<file path="src/rtl/pipe_stage_chain_if.sv">
// Producer/consumer bundle around a pipe_stage_chain: the handshake and payload going in,
// the output slot and occupancy coming out.
interface pipe_stage_chain_if #(
    parameter int DATA_W = 32,
    parameter int CTRL_W = 8,
    parameter int DEPTH  = 2
);
    localparam int OCC_W = $clog2(DEPTH + 1);

    logic              stall;
    logic [DEPTH-1:0]  flush_mask;
    logic              valid_in;
    logic [CTRL_W-1:0] ctrl_in;
    logic [DATA_W-1:0] data_in;
    logic              in_ready;
    logic              valid_out;
    logic [CTRL_W-1:0] ctrl_out;
    logic [DATA_W-1:0] data_out;
    logic [OCC_W-1:0]  occupancy;

    modport master (
        output stall, flush_mask, valid_in, ctrl_in, data_in,
        input  in_ready, valid_out, ctrl_out, data_out, occupancy
    );

    modport slave (
        input  stall, flush_mask, valid_in, ctrl_in, data_in,
        output in_ready, valid_out, ctrl_out, data_out, occupancy
    );
endinterface

</file>
<file path="src/rtl/pipe_stage_chain.sv">
// Generic DEPTH-slot inter-stage pipeline register with per-slot valid, stall, per-slot flush,
// optional bubble collapsing (COLLAPSE=1) and a registered occupancy count.
module pipe_stage_chain #(
    parameter int DATA_W   = 32,
    parameter int CTRL_W   = 8,
    parameter int DEPTH    = 2,
    parameter int COLLAPSE = 0
) (
    input  logic              clk,
    input  logic              reset,
    pipe_stage_chain_if.slave bus
);
    localparam int OCC_W = $clog2(DEPTH + 1);

    logic [DEPTH-1:0]  v;
    logic [CTRL_W-1:0] c [DEPTH];
    logic [DATA_W-1:0] d [DEPTH];
    logic [OCC_W-1:0]  occ;

    logic [DEPTH-1:0]  load;
    logic [DEPTH-1:0]  pv;
    logic [CTRL_W-1:0] pc [DEPTH];
    logic [DATA_W-1:0] pd [DEPTH];
    logic [DEPTH-1:0]  v_next;
    logic [CTRL_W-1:0] c_next [DEPTH];
    logic [DATA_W-1:0] d_next [DEPTH];
    logic [OCC_W-1:0]  occ_next;

    // With collapsing, a slot may advance whenever everything downstream of it can make room.
    always_comb begin : load_enables
        logic chain;
        chain = !bus.stall;
        load  = '0;
        for (int k = DEPTH - 1; k >= 0; k--) begin
            chain = chain | !v[k];
            load[k] = (COLLAPSE != 0) ? chain : !bus.stall;
        end
    end

    always_comb begin : predecessors
        pv    = '0;
        pv[0] = bus.valid_in;
        pc[0] = bus.ctrl_in;
        pd[0] = bus.data_in;
        for (int k = 1; k < DEPTH; k++) begin
            pv[k] = v[k-1] & ~bus.flush_mask[k-1];
            pc[k] = c[k-1];
            pd[k] = d[k-1];
        end
    end

    // A killed item either arrives downstream as a bubble or turns its own slot into one.
    always_comb begin : next_state
        logic nv;
        v_next   = '0;
        occ_next = '0;
        for (int k = 0; k < DEPTH; k++) begin
            if (load[k]) begin
                nv        = pv[k];
                c_next[k] = nv ? pc[k] : '0;
                d_next[k] = pd[k];
            end else begin
                nv        = v[k] & ~bus.flush_mask[k];
                c_next[k] = nv ? c[k] : '0;
                d_next[k] = d[k];
            end
            v_next[k] = nv;
            occ_next  = occ_next + OCC_W'(nv);
        end
    end

    always_ff @(posedge clk) begin
        if (reset) begin
            v   <= '0;
            occ <= '0;
            for (int k = 0; k < DEPTH; k++) begin
                c[k] <= '0;
                d[k] <= '0;
            end
        end else begin
            v   <= v_next;
            occ <= occ_next;
            for (int k = 0; k < DEPTH; k++) begin
                c[k] <= c_next[k];
                d[k] <= d_next[k];
            end
        end
    end

    assign bus.in_ready  = load[0];
    assign bus.valid_out = v[DEPTH-1];
    assign bus.ctrl_out  = c[DEPTH-1];
    assign bus.data_out  = d[DEPTH-1];
    assign bus.occupancy = occ;
endmodule
</file>
<file path="src/flat_wrapper.sv">
// flat-port wrapper written by rule: the top's interface ports become plain ports
module pipe_stage_chain_flat 
#(
    parameter int DATA_W   = 32,
    parameter int CTRL_W   = 8,
    parameter int DEPTH    = 2,
    parameter int COLLAPSE = 0
)
  (clk, reset, bus_stall, bus_flush_mask, bus_valid_in, bus_ctrl_in, bus_data_in, bus_in_ready, bus_valid_out, bus_ctrl_out, bus_data_out, bus_occupancy);
  pipe_stage_chain_if #(.DATA_W(DATA_W), .CTRL_W(CTRL_W), .DEPTH(DEPTH)) bus_i ();
  input  logic clk;
  input  logic reset;
  input wire logic [$bits(bus_i.stall)-1:0] bus_stall;
  input wire logic [$bits(bus_i.flush_mask)-1:0] bus_flush_mask;
  input wire logic [$bits(bus_i.valid_in)-1:0] bus_valid_in;
  input wire logic [$bits(bus_i.ctrl_in)-1:0] bus_ctrl_in;
  input wire logic [$bits(bus_i.data_in)-1:0] bus_data_in;
  output wire logic [$bits(bus_i.in_ready)-1:0] bus_in_ready;
  output wire logic [$bits(bus_i.valid_out)-1:0] bus_valid_out;
  output wire logic [$bits(bus_i.ctrl_out)-1:0] bus_ctrl_out;
  output wire logic [$bits(bus_i.data_out)-1:0] bus_data_out;
  output wire logic [$bits(bus_i.occupancy)-1:0] bus_occupancy;
  assign bus_i.stall = bus_stall;
  assign bus_i.flush_mask = bus_flush_mask;
  assign bus_i.valid_in = bus_valid_in;
  assign bus_i.ctrl_in = bus_ctrl_in;
  assign bus_i.data_in = bus_data_in;
  assign bus_in_ready = bus_i.in_ready;
  assign bus_valid_out = bus_i.valid_out;
  assign bus_ctrl_out = bus_i.ctrl_out;
  assign bus_data_out = bus_i.data_out;
  assign bus_occupancy = bus_i.occupancy;
  pipe_stage_chain #(.DATA_W(DATA_W), .CTRL_W(CTRL_W), .DEPTH(DEPTH), .COLLAPSE(COLLAPSE)) u_core (.clk(clk), .reset(reset), .bus(bus_i));
endmodule
</file>
<file path="config.mk">
export PLATFORM = sky130hd
export DESIGN_NAME = pipe_stage_chain_flat
export DESIGN_NICKNAME = d
export VERILOG_FILES = /design/src/rtl/pipe_stage_chain_if.sv /design/src/rtl/pipe_stage_chain.sv /design/src/flat_wrapper.sv
export SDC_FILE = /design/constraint.sdc
export NUM_CORES = 1
export LEC_CHECK = 0
export ABC_AREA = 1
export CAP_MARGIN = 40
export CORE_MARGIN = 4
export CORE_UTILIZATION = 51
export DETAILED_ROUTE_END_ITERATION = 16
export PLACE_DENSITY_LB_ADDON = 0.3
export SLEW_MARGIN = 20
export SYNTH_ARGS = -nofsm -noshare
export SYNTH_HDL_FRONTEND = slang
export SYNTH_SLANG_ARGS = --single-unit
</file>
<file path="constraint.sdc">
create_clock -name clk -period 2.5 [get_ports clk]
set_clock_uncertainty 0.15 [all_clocks]
set_input_delay 0.25 -clock clk [delete_from_list [all_inputs] [get_ports clk]]
set_output_delay 0.25 -clock clk [all_outputs]
set_load 0.05 [all_outputs]
</file>
==> results.ini, run 1 <==
[timing]
worst_slew_pin_slew_ns = 0.524
rsz0062_at_grt = false
fin_hold_ws_ns = 0.185
fin_crit_sh_pct = 84.9
period_minus_slack_ns = 2.12
drv_slew = 0
hold_viol = 0
clock.fmax_ghz = 0.471
fin_setup_tns_ns = 0
max_slew_margin_pct = 64.9
setup_violations = 0

[synth]
yosys.area.top_type = dfxtp_1
synth_nets = 460
synth.avg_cell_area_um2 = 8.06
ys_seq_area_share_pct = 50.5
synth.most_common_cell = nand2_1
synthArstFlopShare_pct = 0
synth_area_um2 = 3330
synth_edf_count = 0
synth_top_area_share_pct = 50.5
yosysUniqueCellTypes = 14
synth_area_leaders = dfxtp_1 (51%), nand2_1 (16%), buf_4 (12%)
yosys-top-cells-count = nand2_1 (141), dfxtp_1 (84), a21oi_1 (82)
ys_seq_elements = 84
synthFlopType = dfxtp_1
synthesis.instances = 413
yosysWarnings = 0

[die]
die_w_um = 88.8
io_pins = 90
row_count = 29
fp.dieH_um = 88.8
core_area_um2 = 6350
start_util_pct = 52.4
die-area_um2 = 7890

[cells_and_area]
antennaDiodeCount = 0
drive_gt1_share_pct = 5.51
fillCellCount = 581
layout.nets = 496
post-route-util_pct = 64.2
syn2layout_area_growth_pct = 22.4

[global_route]
antenna_found_initial = 0
grt_pass1_wl_mm = 10.3
grt_usage_pct = 16.5
grt_pass1_vias = 2264
grt_max_degree = 43
grt_overflow = 0

[clocking]
postCtsResizedCells = 0
path_clk_slew_ns = 0.08
cts_buffers = 9
cts_hold_buffers = 0
cts_sinks = 84
cts_tree = yes
clock_latency_ns = 0.33
post-cts-setup-buffer-count = 0
cts_buffer_depth = 2
clockRootBuffer = clkbuf_8
htreeDepth = 3

[setup_path]
worst_path_max_delay_cell = clkdlybuf4s50_1
cp.arrival_ns = 1.72
crit_buf_inv = 1
crit_path_max_fanout = 10
cpPeakStageDelay_ns = 0.88
crit_required_ns = 2.10
critPathCaptureType = primary output
start_kind = flop
critPathTopFamily = buffers and inverters
crit_type = flop to primary output
reg2reg_slack_ns = 0.82
crit_chain = clkdlybuf4s50_1

[detailed_routing]
vias_per_cell = 4.93
wl_mm = 6.32
drtIter0Drc = 126
via_count = 2619
post-route-drc-count = 0
drt-pass1-iter-count = 4
wl_per_cell_um = 11.9
antenna_left = 0

[pwr]
power_mw = 2.74
ir_drop_mv = 0.357
p_leak_nw = 1.48
power.density_nw_per_um2 = 672

[place]
dp_hpwl_mm = 4.29
io_buffers = 89
gp_congestion = 0.784

[hold_path]
hold_class = input pin to flop

[status]
status = finished, final reports clean

[run]
cap_violations = 0

## power breakdown
group / internal [mW] / switching [mW]
registers: 1.39 / 0.0265
logic: 0.130 / 0.175
clock network: 0.585 / 0.436
total: 2.10 / 0.638
## flip-flops by register name, indices dropped and copies added, names as in the netlist
register	cells
u_core.d	64
u_core.bus.occupancy	2
u_core.v	2
u_core.c	16
## cell type report
type / count / area [µm²] / share of cell area, %
tap: 77 / 96.3 / 2.36
clock inverter: 5 / 75.1 / 1.84
inverter: 7 / 26.3 / 0.645
multi-input combinational: 252 / 1120 / 27.4
timing repair buffer: 95 / 936 / 23.0
sequential: 84 / 1680 / 41.3
clock buffer: 11 / 141 / 3.47
## cells in the final DEF, fill, tap and decap left out
cell type        netlist  layout
nand4_1               24      24
buf_12                 0       1
nand2_1              141     141
clkbuf_8               0      10
nand3_1                1       1
ha_1                   1       1
buf_4                 55       6
clkinv_2               0       3
bufinv_16              0       2
clkdlybuf4s50_1        0      86
dfxtp_1               84      84
inv_2                  1       1
a21oi_1               82      82
clkinv_1               1       1
inv_1                  5       5
buf_2                  9       2
clkbuf_1               3       1
nor2_1                 3       3
## path summary, 6_finish.rpt
check                                    start                 endpoint  depth (start not counted)
worst max-delay path               u_core.v[1]            bus_valid_out                          1
worst min-delay path                     reset  u_core.bus.occupancy[1]                          2
worst min register to register  u_core.d[0][2]          u_core.d[0][34]                          2
worst max register to register     u_core.v[0]  u_core.bus.occupancy[0]                          7
## kinds of logic after synthesis
logic type / count (synthesis) / share of synthesized area [%]
flip-flops: 84 / 50.5
adder cells (fa/ha/maj): 1 / 0.376
AND/OR/NAND/NOR: 169 / 20.9
AO/OA/AOI/OAI: 82 / 12.3
buffers and inverters: 77 / 15.9
## routing by layer
metal | share of wire, % | wire length, µm | track usage (%)
met5 | 0 | 0 | 0
met2 | 48 | 3050 | 27.0
met3 | 5.9 | 376 | 4.10
met4 | 0.82 | 52 | 6.59
met1 | 45 | 2840 | 20.9
## stage by stage
| stage | cell area [µm²] | cells | setup WS, ns |
|---|---|---|---|
| 2_1_floorplan | 3330 | 413 | 0.830 |
| 3_3_place_gp | 3860 | 515 | 0.714 |
| 3_5_place_dp | 3860 | 515 | 0.679 |
| 4_1_cts | 4080 | 531 | 0.361 |
| 5_1_grt | 4080 | 531 | 0.311 |
| 6_report | 4080 | 531 | 0.378 |
Power figures use the tool's default switching activity.
==> inputs of run 2 (changes only) <==
CORE_UTILIZATION = 43   (was 51)
clock period = 1.75 ns   (was 2.5 ns; I/O delays follow)
==> run 2 against run 1 <==
Routed wire length rose by 5.2%. Critical endpoint unchanged. Largest cell class unchanged. Sequential share of layout area rose by 0.68 points. Final cell count rose by 4.3%. Power rose by 38%.
==> results.ini, run 2 (synthesized netlist as in run 1, its figures left out) <==
[status]
status = finished, final reports clean

[setup_path]
worstReg2RegEnd = u_core.bus.occupancy[0]
crit_start = u_core.v[1]
crit_type = flop to primary output
crit_path_max_fanout = 9
crit_required_ns = 1.42
r2r_start = u_core.v[0]
cp.arrival_ns = 1.00
critPathCaptureType = primary output
worstRegToRegCells = 7
start_kind = flop
cp-endpoint = bus_valid_out
reg2reg_slack_ns = 0.53

[timing]
max_slew_margin_pct = 69.1
worst_slew_pin_slew_ns = 0.463
clock.fmax_ghz = 0.756
fin_setup_tns_ns = 0
fin_hold_ws_ns = 0.0324
period_minus_slack_ns = 1.32
hold_viol = 0
rsz0062_at_grt = false
fin_crit_sh_pct = 75.6
drv_slew = 0
setup_violations = 0

[cells_and_area]
antennaDiodeCount = 0
layout.nets = 498
syn2layout_area_growth_pct = 20.4
final_cell_mix = nand2_1 (141), dfxtp_1 (84), a21oi_1 (82)
fin_cells = 554
reg_top3 = u_core.d: 64 flops, u_core.c: 16 flops
finish.instance_area_um2 = 4010
largest_register_ffs = 64
final_common_cell = nand2_1
regMostFlops = u_core.d
drive_gt1_share_pct = 15.4

[detailed_routing]
drt-pass1-iter-count = 4
drtIter0Drc = 103
wl_per_cell_um = 12.0
via_count = 2657
post-route-drc-count = 0
antenna_left = 0
vias_per_cell = 4.80
wl_mm = 6.65

[clocking]
htreeDepth = 3
post-cts-setup-buffer-count = 0
path_clk_slew_ns = 0.08
cts_buffer_depth = 2
cts_hold_buffers = 0
cts_tree = yes
cts_sinks = 84
postCtsResizedCells = 0
clockRootBuffer = clkbuf_8
cts_buffers = 9
clock_latency_ns = 0.33

[hold_path]
hold_class = input pin to flop
holdPathStages = 3
hp-start = bus_stall

[run]
cap_violations = 0

[global_route]
grt_usage_pct = 14.4
grt_overflow = 0
antenna_found_initial = 0
grt_pass1_wl_mm = 10.5
grt_max_degree = 85
grt_pass1_vias = 2419

[pwr]
power.density_nw_per_um2 = 942
ir_drop_mv = 0.409
p_comb_share_pct = 11.7
p_seq_share_pct = 53.4
power_switching_mw = 0.928
netSwitchingFraction_pct = 24.6
p_int_mw = 2.85
clkPwrFrac_pct = 34.9
p_leak_nw = 1.57

[place]
placed_area_um2 = 3820
io_buffers = 89
dp_hpwl_mm = 4.26
gp_congestion = 0.786
dp.cells = 539

[die]
die_w_um = 96.0
die-area_um2 = 9220
io_pins = 90
start_util_pct = 45.2
core_area_um2 = 7370
fp.dieH_um = 96.0
row_count = 31

run 2: power groups by stage:
stage	combinational, mW	clock [mW]	sequential, mW
after global placement	0.442	0	2.06
after global routing	0.479	1.45	2.02
after floorplan	0.308	0	2.06
final	0.441	1.32	2.02
after CTS	0.445	1.37	2.02
after detailed placement	0.444	0	2.06
run 2: routing by layer:
layer  wire [µm]  share of wire (%)  global-route usage [%]
met2        3060                 46                    25.1
met1        3050                 46                    16.4
met4          61               0.92                    4.98
met5           0                  0                       0
met3         484                7.3                    4.85
run 2: worst max-delay path, stage by stage, from the launching register on:
cell,delay (ns)
dfxtp_1,0.34
buf_4,0.18
buf_12,0.15
run 2: final cells by class:
| type | instances | area, µm² |
|---|---|---|
| flip-flops and latches | 84 | 1680 |
| repair buffers | 97 | 868 |
| multi-input cells | 252 | 1120 |
| clock inverters | 5 | 52.6 |
| inverters | 7 | 26.3 |
| well taps | 99 | 124 |
| fillers | 700 | 3360 |
| clock buffers | 10 | 138 |
run 2: worst min-delay path by stage:
stage	endpoint	slack (ns)
4_1_cts	u_core.v[0]	0.009
5_1_grt	u_core.v[0]	0.02
3_3_place_gp	u_core.d[0][31]	0.29
3_5_place_dp	u_core.d[0][35]	0.30
2_1_floorplan	u_core.d[0][31]	0.17
6_report	u_core.v[0]	0.03
run 2: through the flow:
step           utilization (%)  total power, mW  setup WS [ns]
3_5_place_dp              51.8             2.50          0.224
3_3_place_gp              51.8             2.50          0.249
4_1_cts                   54.4             3.83          0.408
2_1_floorplan                -             2.37         0.0804
5_1_grt                   54.4             3.95          0.353
6_report                  54.4             3.78          0.428
